===== config.mk =====
export PLATFORM = sky130hd
export DESIGN_NAME = pc_fetch_sequencer
export DESIGN_NICKNAME = d
export VERILOG_FILES = /design/src/rtl/pc_fetch_sequencer.sv
export SDC_FILE = /design/constraint.sdc
export NUM_CORES = 1
export LEC_CHECK = 0
export ABC_CLOCK_PERIOD_IN_PS = 1900
export BUFFER_PORTS_ARGS = -buffer_cell sky130_fd_sc_hd__buf_2
export CAP_MARGIN = 10
export CORE_MARGIN = 4
export CORE_UTILIZATION = 35
export DETAILED_ROUTE_END_ITERATION = 7
export GPL_TIMING_DRIVEN = 0
export PLACE_DENSITY = 0.65
export SLEW_MARGIN = 20
export SYNTH_ARGS = -nofsm -noshare
export SYNTH_HDL_FRONTEND = slang
export SYNTH_SLANG_ARGS = --single-unit

===== constraint.sdc =====
create_clock -name clk -period 1.9 [get_ports clk]
set_clock_uncertainty 0.15 [all_clocks]
set_input_delay 0.095 -clock clk [delete_from_list [all_inputs] [get_ports clk]]
set_output_delay 0.095 -clock clk [all_outputs]
set_load 0.02 [all_outputs]

===== src/rtl/pc_fetch_sequencer.sv =====
// pc_fetch_sequencer: owns the architectural PC, issues one instruction
// fetch at a time over a req/ack port and hands words to decode via valid/ready.
//
// Ports:
//   clk, rst_n                    clock, asynchronous active-low reset
//   stall                         blocks issue of a new fetch request
//   branch_valid, branch_target   one-cycle redirect of the PC
//   imem_req, imem_addr           fetch request, held until imem_ack
//   imem_ack, imem_rdata          memory response
//   instr_valid, instr_out,
//   instr_pc, instr_ready         instruction handoff to decode
//   pc_out                        address of the next fetch to issue
//   misalign_err                  sticky misaligned-branch flag
//
// Build option: define BRANCH_MISALIGN_TRAP_EN to flag and ignore branch
// targets that are not INSTR_BYTES aligned. Without it the target low bits
// are cleared and misalign_err stays 0.
module pc_fetch_sequencer #(
    parameter int                ADDR_W       = 32,
    parameter logic [ADDR_W-1:0] RESET_VECTOR = '0,
    parameter int                INSTR_BYTES  = 4
) (
    input  logic              clk,
    input  logic              rst_n,
    input  logic              stall,
    input  logic              branch_valid,
    input  logic [ADDR_W-1:0] branch_target,
    output logic              imem_req,
    output logic [ADDR_W-1:0] imem_addr,
    input  logic              imem_ack,
    input  logic [31:0]       imem_rdata,
    output logic              instr_valid,
    output logic [31:0]       instr_out,
    output logic [ADDR_W-1:0] instr_pc,
    input  logic              instr_ready,
    output logic [ADDR_W-1:0] pc_out,
    output logic              misalign_err
);

    typedef enum logic [1:0] {
        S_IDLE,
        S_REQ,
        S_DELIVER
    } state_t;

    localparam logic [ADDR_W-1:0] LP_MASK = ADDR_W'(INSTR_BYTES - 1);
    localparam logic [ADDR_W-1:0] LP_INC  = ADDR_W'(INSTR_BYTES);

    state_t            r_state;
    logic [ADDR_W-1:0] r_pc;
    logic              r_req;
    logic [ADDR_W-1:0] r_addr;
    logic              r_valid;
    logic [31:0]       r_instr;
    logic [ADDR_W-1:0] r_ipc;
    logic              r_squash;
    logic              r_mis;

    state_t            w_state_nxt;
    logic [ADDR_W-1:0] w_pc_nxt;
    logic              w_req_nxt;
    logic [ADDR_W-1:0] w_addr_nxt;
    logic              w_valid_nxt;
    logic [31:0]       w_instr_nxt;
    logic [ADDR_W-1:0] w_ipc_nxt;
    logic              w_squash_nxt;

    logic              w_br;
    logic [ADDR_W-1:0] w_tgt;
    logic              w_mis_set;

`ifdef BRANCH_MISALIGN_TRAP_EN
    // A misaligned redirect is dropped entirely; only the flag records it.
    assign w_mis_set = branch_valid & (|(branch_target & LP_MASK));
    assign w_br      = branch_valid & ~w_mis_set;
    assign w_tgt     = branch_target;
`else
    assign w_mis_set = 1'b0;
    assign w_br      = branch_valid;
    assign w_tgt     = branch_target & ~LP_MASK;
`endif

    always_ff @(posedge clk or negedge rst_n) begin
        if (!rst_n) begin
            r_state  <= S_IDLE;
            r_pc     <= RESET_VECTOR;
            r_req    <= 1'b0;
            r_addr   <= RESET_VECTOR;
            r_valid  <= 1'b0;
            r_instr  <= '0;
            r_ipc    <= '0;
            r_squash <= 1'b0;
            r_mis    <= 1'b0;
        end else begin
            r_state  <= w_state_nxt;
            r_pc     <= w_pc_nxt;
            r_req    <= w_req_nxt;
            r_addr   <= w_addr_nxt;
            r_valid  <= w_valid_nxt;
            r_instr  <= w_instr_nxt;
            r_ipc    <= w_ipc_nxt;
            r_squash <= w_squash_nxt;
            r_mis    <= r_mis | w_mis_set;
        end
    end

    always_comb begin
        w_state_nxt  = r_state;
        w_pc_nxt     = r_pc;
        w_req_nxt    = r_req;
        w_addr_nxt   = r_addr;
        w_valid_nxt  = r_valid;
        w_instr_nxt  = r_instr;
        w_ipc_nxt    = r_ipc;
        w_squash_nxt = r_squash;

        unique case (r_state)
            S_IDLE: begin
                // A redirect in IDLE delays issue so the target is fetched.
                if (!w_br && !stall) begin
                    w_req_nxt   = 1'b1;
                    w_addr_nxt  = r_pc;
                    w_state_nxt = S_REQ;
                end
            end
            S_REQ: begin
                if (imem_ack) begin
                    w_req_nxt    = 1'b0;
                    w_squash_nxt = 1'b0;
                    if (r_squash || w_br) begin
                        w_state_nxt = S_IDLE;
                    end else begin
                        w_valid_nxt = 1'b1;
                        w_instr_nxt = imem_rdata;
                        w_ipc_nxt   = r_addr;
                        w_pc_nxt    = r_addr + LP_INC;
                        w_state_nxt = S_DELIVER;
                    end
                end else if (w_br) begin
                    // Request stays on the bus; its data is dropped on ack.
                    w_squash_nxt = 1'b1;
                end
            end
            S_DELIVER: begin
                if (w_br) begin
                    w_valid_nxt = 1'b0;
                    w_state_nxt = S_IDLE;
                end else if (instr_ready) begin
                    w_valid_nxt = 1'b0;
                    if (stall) begin
                        w_state_nxt = S_IDLE;
                    end else begin
                        w_req_nxt   = 1'b1;
                        w_addr_nxt  = r_pc;
                        w_state_nxt = S_REQ;
                    end
                end
            end
            default: begin
                w_state_nxt = S_IDLE;
            end
        endcase

        if (w_br) begin
            w_pc_nxt = w_tgt;
        end
    end

    assign imem_req     = r_req;
    assign imem_addr    = r_addr;
    assign instr_valid  = r_valid;
    assign instr_out    = r_instr;
    assign instr_pc     = r_ipc;
    assign pc_out       = r_pc;
    assign misalign_err = r_mis;

endmodule

==> impl_metrics.csv, run 1 <==
group,metric,value,unit
yosys,ys_top_cells_by_area,"dfrtp_1 57%, nand2_1 15%, mux2_2 5.8%",
placement,preCtsSetupSlack,-0.546,ns
floorplan,row_count,46,
clocking,cts_tree,"yes",
clocking,path_clk_slew,0.06,ns
yosys,yosysTopAreaCell,"dfrtp_1",
finish,fillers,1371,
floorplan,die_area,0.0187,mm^2
floorplan,core,0.0161,mm^2
yosys,ys.flop_type,"dfrtp_1",
worst_setup_path,cp.required,2.10,ns
clocking,clockBufferDepth,2,
yosys,synth_seq_cells,133,
placement,gp_congestion,0.786,
finish,regArea,0.00335,mm^2
grt,grt_use_total,21.3,%
worst_setup_path,crit_fanout,8,
detailed_routing,drt-wirelength-per-cell,17.3,um
timing,finalCritPeriodShare,99.8,%
finish,area_growth,51.9,%
yosys,yosysTopAreaCellShare,57.4,%
timing,rsz0062_at_grt,"yes",
worst_setup_path,crit_path_end_kind,"register",
timing,relSlewSlack,57.1,%
timing,layout_min_cycle_time,1.90,ns
detailed_routing,via_count,5532,
timing,setup-violations-final,0,
power_and_ir_drop,power_density,1340,mW/mm^2
detailed_routing,final_antenna_net_count,0,
clocking,clockRootBuffer,"clkbuf_16",
detailed_routing,drt-pass1-iter-count,4,
grt,overflow,0,
detailed_routing,viasPerCell,4.86,
yosys,async_flop_share,100,%
detailed_routing,routed_wl,19700,um
power_and_ir_drop,peakVddDrop,732,uV
grt,grt_pass1_wl,30200,um
placement,dp_hpwl,12900,um
floorplan,die_w,137,um
finish,multi_input_area,0.00245,mm^2
placement,portBuffers,197,
timing,worst_pin_slew,0.644,ns
timing,slew_viol_final,0,
worst_setup_path,critPathLaunchType,"register",
yosys,synth_seq_area_share,57.4,%
power_and_ir_drop,power_leakage,4.53,nW
clocking,cts_buffers,17,
yosys,ys_types,43,
clocking,cts_num_sinks,133,
clocking,clkLatencyLatePin,0.42,ns
detailed_routing,drt_iter0_drc,303,
floorplan,die_h,137,um
floorplan,start_util,36.1,%
grt,grt_antenna_before_repair,0,
grt,grt_max_degree,82,
yosys,synth_cells,601,
timing,fmax,0.527,GHz
run,max_cap_violations,0,
yosys,synth.cell_area,0.00580,mm^2
worst_hold_path,hold_path_class,"in2async",
yosys,syn_area_per_cell,9.65,um^2
worst_setup_path,cp.arrival,2.10,ns
worst_setup_path,worst-r2r-cell-count,7,
worst_setup_path,criticalPathCategory,"reg2reg",
floorplan,io_pins,201,
timing,fin_ws,0.00397,ns
timing,setup_tns,0,ns
finish,drive_gt1_share,38.8,%
yosys,synth_edf_count,0,
grt,grt_pass1_vias,5571,
detailed_routing,drcViolationCount,0,
clocking,h-tree-depth,4,
timing,finalHoldViolations,0,
finish,nNetsFinal,983,
yosys,yosys_warnings,0,
run_status,status,"complete, no violations",
yosys,syn_nets,672,
-- synth_stat cells, types with 7 or more instances --
| cell | n |
|---|---|
| xnor2_1 | 7 |
| nand4_1 | 9 |
| nand3_1 | 13 |
| nor2_1 | 22 |
| o31ai_1 | 7 |
| and3_1 | 7 |
| o21ai_0 | 18 |
| a21oi_1 | 20 |
| mux2_2 | 30 |
| nand2_1 | 231 |
| dfrtp_1 | 133 |
| xor2_1 | 14 |
| o221ai_1 | 9 |
| clkbuf_1 | 28 |
-- cells by family after synthesis --
kind of cell	after synthesis	synth area share (%)
AND/OR/NAND/NOR	307	23.0
flip-flops	133	57.4
AO/OA/AOI/OAI	63	6.80
buffers and inverters	41	2.85
multiplexers	34	6.52
XOR/XNOR	21	3.17
adder cells (fa/ha/maj)	1	0.216
other	1	0.0647
-- stage by stage --
stage / power [mW] / cell area, um^2 / hold WS (ns) / cells / util (%)
final: 11.8 / 8810 / 0.0930 / 1138 / 54.9
after floorplan: 6.76 / 5830 / -0.351 / 601 / -
after global routing: 12.4 / 8810 / 0.175 / 1137 / 54.8
after CTS: 11.7 / 8630 / 0.138 / 1126 / 53.7
after detailed placement: 8.34 / 7120 / -0.00998 / 1015 / 44.3
after global placement: 8.27 / 7080 / 0.135 / 1014 / 44.1
-- what timing repair did --
| item | in CTS | in global routing |
|---|---|---|
| hold buffers | 68 | 0 |
| hold endpoints to repair | 147 | 0 |
| setup buffers | 16 | 11 |
| cloned | 1 | 0 |
| resized for setup | 62 | 45 |
| endpoints found under the setup margin | 130 | 102 |
| pin swaps | 6 | 23 |
-- metal layers --
metal | global-route usage (%) | vias up | part of all wire [%]
li1 | - | 2624 | -
met4 | 8.90 | 0 | 2.6
met2 | 34.7 | 175 | 49
met5 | 0 | - | 0
met1 | 27.8 | 2698 | 43
met3 | 3.82 | 35 | 5.2
-- flip-flops by register name, indices dropped and copies added (netlist names) --
register,cells
imem_addr,32
imem_req,1
instr_out,32
instr_pc,32
instr_valid,1
pc_out,32
r_squash,1
r_state,2
-- path summary, 6_finish.rpt --
path                                      startpoint                   endpoint  slack, ns
max in group asynchronous                      rst_n  imem_addr[20]$_DFFE_PN0P_       0.81
hold reg to reg             instr_pc[22]$_DFFE_PN0P_   instr_pc[22]$_DFFE_PN0P_       0.31
setup / recovery           imem_addr[14]$_DFFE_PN0P_     pc_out[27]$_DFFE_PN0P_      0.004
setup reg to reg           imem_addr[14]$_DFFE_PN0P_     pc_out[27]$_DFFE_PN0P_      0.004
hold / removal                                 rst_n    instr_pc[5]$_DFFE_PN0P_       0.09
min in group clk                      imem_rdata[27]  instr_out[27]$_DFFE_PN0P_       0.25
-- critical path, stage by stage (launching register included) --
cell and delay, ns:
dfrtp_2 0.41, nand4_1 0.18, buf_4 0.19, nor4_4 0.13, buf_6 0.18, nand3_4 0.09
or4_1 0.41, nand3_1 0.10
-- cell usage in the layout (no fill, tap or decap), types with 12 or more instances in the layout --
| cell type | instances |
|---|---|
| dlygate4sd3_1 | 68 |
| clkbuf_2 | 15 |
| mux2_2 | 30 |
| dfrtp_2 | 18 |
| nand3_1 | 12 |
| xor2_1 | 14 |
| nor2_1 | 21 |
| buf_4 | 28 |
| buf_2 | 196 |
| o21ai_0 | 18 |
| a21oi_1 | 17 |
| nand2_1 | 229 |
| clkbuf_16 | 17 |
| dfrtp_1 | 115 |
-- layout make-up --
cell class	instances	share of cell area, %
Antenna cell	1	0.0284
Buffer	34	2.84
Clock buffer	23	5.43
Clock inverter	5	0.597
Inverter	5	0.213
Multi-Input combinational cell	427	27.8
Sequential cell	133	38.0
Tap cell	216	3.07
Timing Repair Buffer	294	21.9
-- where the power goes --
| group | switching [mW] | internal, mW | leakage [nW] | total [mW] |
|---|---|---|---|---|
| Combinational | 2.57 | 1.61 | 2.62 | 4.18 |
| Sequential | 0.777 | 3.79 | 1.64 | 4.57 |
| Clock | 1.17 | 1.86 | 0.261 | 3.03 |
| Total | 4.51 | 7.27 | 4.53 | 11.8 |
Note: power is estimated with default switching activity, not from simulation.
==> inputs of run 2 (changes only) <==
ABC_CLOCK_PERIOD_IN_PS = 1600   (was 1900)
clock period = 1.6 ns   (was 1.9 ns; I/O delays follow)
==> run 2 against run 1 <==
  * The run now ends with negative hold slack, negative setup slack left
  * First-iteration DRC count down 17%
  * Combinational power up 46%
  * Utilization up 11 points
  * Hold slack worse by 0.14 ns
  * Via count increased by 5.8%
  * Power rose by 37%
  * Sequential share of layout area fell by 6.2 points
  * Fmax down 2.1%
  * Cell area grew 20%
  * Largest cell class unchanged
==> impl_metrics.csv, run 2 (same netlist as run 1, synthesis figures left out) <==
group,metric,value,unit
detailed_routing,drcViolationCount,0,
detailed_routing,final_antenna_net_count,0,
worst_hold_path,hold_path_class,"in2reg",
detailed_routing,drt-wirelength-per-cell,19.5,um
worst_setup_path,worst-r2r-cell-count,7,
worst_setup_path,cp_top_family,"simple AND/OR/NAND/NOR gates",
power_and_ir_drop,power_leakage,5.18,nW
detailed_routing,via_count,5854,
timing,slew_viol_final,0,
timing,setup-violations-final,129,
timing,layout_min_cycle_time,1.94,ns
clocking,h-tree-depth,4,
finish,multi_input_area,0.00314,mm^2
worst_hold_path,holdPathStages,5,
power_and_ir_drop,power_frac_seq,35.3,%
floorplan,row_count,46,
finish,area_growth,81.7,%
power_and_ir_drop,swShare,38.1,%
worst_setup_path,r2r_start,"imem_addr[2]$_DFFE_PN0P_",
clocking,path_clk_slew,0.06,ns
clocking,postCtsHoldBufs,66,
timing,relSlewSlack,49.6,%
clocking,clockRootBuffer,"clkbuf_16",
timing,worst_pin_slew,0.756,ns
power_and_ir_drop,clkPwrFrac,26.9,%
finish,regArea,0.00335,mm^2
worst_setup_path,cp.required,1.80,ns
worst_setup_path,cp.arrival,2.14,ns
floorplan,die_area,0.0187,mm^2
worst_setup_path,crit_slowest_cell,"or4_4",
worst_setup_path,criticalPathCategory,"reg2reg",
power_and_ir_drop,power_density,1530,mW/mm^2
floorplan,core,0.0161,mm^2
floorplan,start_util,36.1,%
placement,dp_hpwl,13000,um
grt,grt_use_total,23.5,%
clocking,cts_buffers,17,
timing,finalHoldViolations,1,
detailed_routing,routed_wl,23000,um
detailed_routing,drt-pass1-iter-count,4,
power_and_ir_drop,p_int,9.98,mW
floorplan,die_h,137,um
clocking,cts_num_sinks,133,
floorplan,io_pins,201,
finish,final_common_cell,"buf_2",
run_status,status,"finished with violations",
grt,grt_antenna_before_repair,0,
worst_setup_path,critPathLaunchType,"register",
worst_setup_path,crit_chain,"buf_6 > nand3_4 > nor4_4 > buf_6 > nand3_4 > or4_4 > nand3_2",
run,max_cap_violations,0,
worst_setup_path,crit_path_end_kind,"register",
worst_setup_path,cpPeakStageDelay,0.43,ns
clocking,clockBufferDepth,2,
finish,mostFrequentLayoutCells,"196 x buf_2, 114 x dfrtp_1, 103 x nand2_1",
floorplan,die_w,137,um
clocking,cts_tree,"yes",
detailed_routing,viasPerCell,4.96,
worst_setup_path,reg2reg_setup_slack,-0.34,ns
worst_setup_path,r2r_end,"pc_out[27]$_DFFE_PN0P_",
placement,portBuffers,197,
timing,finalCritPeriodShare,121,%
timing,fmax,0.516,GHz
power_and_ir_drop,combPwrFrac,37.9,%
power_and_ir_drop,peakVddDrop,810,uV
finish,final_area,0.0105,mm^2
placement,gp_congestion,0.805,
worst_setup_path,critPathBufInv,2,
timing,rsz0062_at_grt,"yes",
power_and_ir_drop,switchingPower,6.13,mW
worst_hold_path,min_to,"imem_req$_DFFE_PN0P_",
finish,insertedDiodeCount,0,
worst_setup_path,crit_fanout,7,
detailed_routing,drt_iter0_drc,250,
grt,overflow,0,
placement,preCtsSetupSlack,-0.851,ns
timing,fin_ws,-0.336,ns
finish,fillers,1194,
timing,holdWs,-0.0463,ns
worst_hold_path,hp-start,"stall",
grt,grt_pass1_vias,5865,
run_status,violations,"negative hold slack, negative setup slack",
finish,nNetsFinal,1023,
grt,grt_max_degree,77,
power_and_ir_drop,p_total,16.1,mW
clocking,clkLatencyLatePin,0.42,ns
grt,grt_pass1_wl,33300,um
finish,drive_gt1_share,56.8,%
placement,place_area,0.00731,mm^2
-- run 2: changes by cell type in the layout (fill, tap and decap cells not counted), moves of 10 or more --
cell	change
nand2_1	-126
nand2_2	+93
nand2_4	+33
mux2_2	-29
mux2_4	+29
clkbuf_16	+22
o21ai_0	-16
clkbuf_2	-15
o21ai_1	+11
buf_12	+10
-- run 2: routing by layer --
layer / track usage [%] / routed length [um] / vias to the layer above
met5: 0 / 0 / -
met4: 7.33 / 511 / 0
met3: 5.40 / 1470 / 41
met2: 39.8 / 11500 / 223
met1: 29.7 / 9530 / 2869
li1: - / - / 2721
-- run 2: worst max-delay path by stage --
stage,startpoint,end,cells past startpoint
after detailed placement,imem_addr[8]$_DFFE_PN0P_,pc_out[28]$_DFFE_PN0P_,6
after global routing,imem_addr[4]$_DFFE_PN0P_,pc_out[25]$_DFFE_PN0P_,8
final,imem_addr[2]$_DFFE_PN0P_,pc_out[27]$_DFFE_PN0P_,7
after global placement,rst_n,imem_addr[2]$_DFFE_PN0P_,1
after CTS,imem_addr[2]$_DFFE_PN0P_,pc_out[27]$_DFFE_PN0P_,7
after floorplan,imem_addr[5]$_DFFE_PN0P_,pc_out[27]$_DFFE_PN0P_,6
-- run 2: stage by stage --
| step | hold slack, ns | cells | util [%] | setup TNS, ns |
|---|---|---|---|---|
| after CTS | -0.0672 | 1169 | 61.7 | -21.34 |
| after global routing | -0.00550 | 1181 | 65.6 | -31.55 |
| after detailed placement | -0.110 | 1015 | 45.5 | -43.44 |
| after floorplan | -0.366 | 601 | - | -7.56 |
| after global placement | 0.120 | 1014 | 45.3 | -265.93 |
| final | -0.0463 | 1181 | 65.6 | -21.23 |
-- run 2: power by group through the flow --
stage               combinational, mW  clock, mW  sequential, mW
floorplan                        1.47          0            6.71
global placement                 4.54          0            5.43
detailed placement               4.60          0            5.47
CTS                              5.50       4.40            5.42
global route                     6.52       4.55            5.84
finish                           6.10       4.33            5.68
-- run 2: worst register-to-register path, delay by kind of cell, from the launching register on --
kind          cells  cell delay (ns)
buf+inv           2             0.31
simple gates      5             1.01
flops             1             0.40
-- run 2: layout make-up --
cell class	count	area share [%]
multi-input combinational	427	29.8
buffer	35	5.49
tap	216	2.57
sequential	133	31.8
timing repair buffer	333	24.0
inverter	5	0.178
clock inverter	13	1.94
clock buffer	19	4.20
-- run 2: repair_timing --
item                                    in CTS  in global routing
pin swaps                                  100                 87
endpoints found under the setup margin     129                131
endpoints found under the hold margin      200                  1
gates resized for setup                    199                146
gates cloned                                15                  4
buffers inserted                            42                  9
==> inputs of run 3 (changes only) <==
CORE_ASPECT_RATIO = 1.1   (was default)
==> run 3 against run 2 <==
  * The run ends with negative setup slack left
  * Sequential power fell by 2%
  * Non-clock buffer count rose by 12
  * Combinational power rose by 1%
  * Via count rose by 1.4%
  * Hold slack improved by 0.091 ns
  * Power rose by 0.28%
  * Register-to-register slack got worse by 0.07 ns
  * Critical path depth rose by 1
  * Wire length fell by 0.32%
  * Critical endpoint unchanged
  * Largest cell class unchanged
  * Highest routed layer unchanged
==> impl_metrics.csv, run 3 (same netlist as run 1, synthesis figures left out) <==
group,metric,value,unit
power_and_ir_drop,p_total,16.2,mW
timing,finalHoldViolations,0,
clocking,cts_num_sinks,133,
floorplan,die_area,0.0187,mm^2
clocking,cts_buffers,17,
finish,final_area,0.0108,mm^2
clocking,path_clk_slew,0.06,ns
timing,rsz0062_at_grt,"yes",
floorplan,row_count,49,
timing,worst_pin_slew,0.738,ns
detailed_routing,via_count,5937,
power_and_ir_drop,p_int,10.0,mW
finish,drive_gt1_share,57.7,%
clocking,cts_tree,"yes",
grt,grt_antenna_before_repair,0,
finish,area_growth,85.8,%
power_and_ir_drop,combPwrFrac,38.3,%
placement,gp_congestion,0.801,
worst_setup_path,worst-r2r-cell-count,8,
run_status,violations,"negative setup slack",
floorplan,io_pins,201,
worst_setup_path,crit_fanout,5,
placement,dp_hpwl,13000,um
detailed_routing,final_antenna_net_count,0,
clocking,clockRootBuffer,"clkbuf_16",
timing,finalCritPeriodShare,125,%
clocking,clkLatencyLatePin,0.42,ns
power_and_ir_drop,power_density,1500,mW/mm^2
finish,final_common_cell,"buf_2",
detailed_routing,viasPerCell,5.03,
detailed_routing,drt-pass1-iter-count,5,
detailed_routing,drt-wirelength-per-cell,19.4,um
power_and_ir_drop,power_leakage,5.48,nW
floorplan,start_util,35.6,%
power_and_ir_drop,clkPwrFrac,27.3,%
clocking,clockBufferDepth,2,
grt,grt_max_degree,72,
timing,layout_min_cycle_time,2.01,ns
finish,nNetsFinal,1035,
worst_setup_path,cp.arrival,2.21,ns
worst_setup_path,reg2reg_setup_slack,-0.41,ns
finish,insertedDiodeCount,0,
worst_setup_path,r2r_start,"imem_addr[2]$_DFFE_PN0P_",
worst_hold_path,hold_path_class,"in2async",
power_and_ir_drop,power_frac_seq,34.4,%
floorplan,core,0.0163,mm^2
worst_setup_path,crit_path_end_kind,"register",
detailed_routing,routed_wl,22900,um
floorplan,die_w,131,um
detailed_routing,drcViolationCount,0,
timing,slew_viol_final,0,
power_and_ir_drop,peakVddDrop,781,uV
timing,setup-violations-final,130,
clocking,h-tree-depth,4,
timing,fmax,0.499,GHz
placement,place_area,0.00729,mm^2
run_status,status,"finished with violations",
grt,grt_pass1_wl,33600,um
grt,overflow,0,
timing,setup_tns,-24.09,ns
detailed_routing,drt_iter0_drc,309,
finish,mostFrequentLayoutCells,"196 x buf_2, 115 x dfrtp_1, 114 x nand2_1",
placement,portBuffers,197,
timing,relSlewSlack,50.8,%
run,max_cap_violations,0,
grt,grt_pass1_vias,6136,
worst_setup_path,cp.required,1.81,ns
power_and_ir_drop,switchingPower,6.13,mW
floorplan,die_h,143,um
worst_setup_path,r2r_end,"pc_out[27]$_DFFE_PN0P_",
grt,grt_use_total,23.5,%
worst_setup_path,critPathLaunchType,"register",
power_and_ir_drop,swShare,37.9,%
worst_setup_path,criticalPathCategory,"reg2reg",
timing,fin_ws,-0.406,ns
run 3: changes by cell type in the layout (fill, tap and decap cells not counted), moves of 5 or more:
cell       previous run  this run
nand2_2              94        82
nand2_1             103       114
buf_6                16        22
buf_12               10        15
clkbuf_16            39        34
run 3: layout make-up:
cell class | instances | area, um^2
fillers | 1166 | 5540
flip-flops and latches | 133 | 3350
multi-input cells | 427 | 3240
repair buffers | 346 | 2720
plain buffers | 34 | 524
clock buffers | 20 | 467
well taps | 204 | 255
clock inverters | 12 | 199
inverters | 5 | 18.8
run 3: worst max-delay path by stage:
stage / startpoint / to / slack [ns] / cells past startpoint
3_5_place_dp: imem_addr[8]$_DFFE_PN0P_ / pc_out[30]$_DFFE_PN0P_ / -0.77 / 6
4_1_cts: imem_addr[2]$_DFFE_PN0P_ / pc_out[26]$_DFFE_PN0P_ / -0.35 / 8
3_3_place_gp: rst_n / imem_addr[15]$_DFFE_PN0P_ / -1.90 / 1
6_report: imem_addr[2]$_DFFE_PN0P_ / pc_out[27]$_DFFE_PN0P_ / -0.41 / 8
5_1_grt: imem_addr[2]$_DFFE_PN0P_ / pc_out[22]$_DFFE_PN0P_ / -0.49 / 9
2_1_floorplan: imem_addr[5]$_DFFE_PN0P_ / pc_out[27]$_DFFE_PN0P_ / -0.43 / 6
run 3: timing repair:
| action | in CTS | in global routing |
|---|---|---|
| pin swaps | 92 | 92 |
| hold buffers | 66 | 0 |
| gates resized for setup | 194 | 172 |
| endpoints found under the setup margin | 130 | 130 |
| buffers inserted | 53 | 17 |
| gates cloned | 13 | 5 |
| hold endpoints to repair | 200 | 0 |
run 3: per-stage QoR:
stage | utilization [%] | hold slack, ns | worst slack, ns | std cells
3_3_place_gp | 44.5 | 0.123 | -1.90 | 1002
4_1_cts | 61.6 | -0.0559 | -0.353 | 1166
6_report | 66.1 | 0.0445 | -0.406 | 1181
5_1_grt | 66.1 | 0.0945 | -0.492 | 1181
3_5_place_dp | 44.7 | -0.0919 | -0.770 | 1003
2_1_floorplan | - | -0.366 | -0.433 | 601
run 3: power groups by stage:
stage	combinational, mW	clock [mW]	sequential [mW]
2_1_floorplan	1.47	0	6.71
3_3_place_gp	4.53	0	5.42
3_5_place_dp	4.61	0	5.47
4_1_cts	5.65	4.47	5.40
5_1_grt	6.61	4.64	5.69
6_report	6.19	4.41	5.55
run 3: per-layer routing:
metal	global-route usage [%]	part of all wire, %	up-vias	routed length [um]
met3	5.61	6.4	47	1460
met4	9.80	3.3	0	755
li1	-	-	2730	-
met5	0	0	-	0
met2	41.1	52	242	11900
met1	27.6	39	2918	8820
run 3: worst max-delay path: stages, from the launching register on:
cell     delay [ns]
dfrtp_2        0.40
buf_6          0.14
nand3_4        0.08
nor4_4         0.31
buf_6          0.16
buf_12         0.12
nand3_4        0.08
or4_4          0.43
nand3_2        0.08
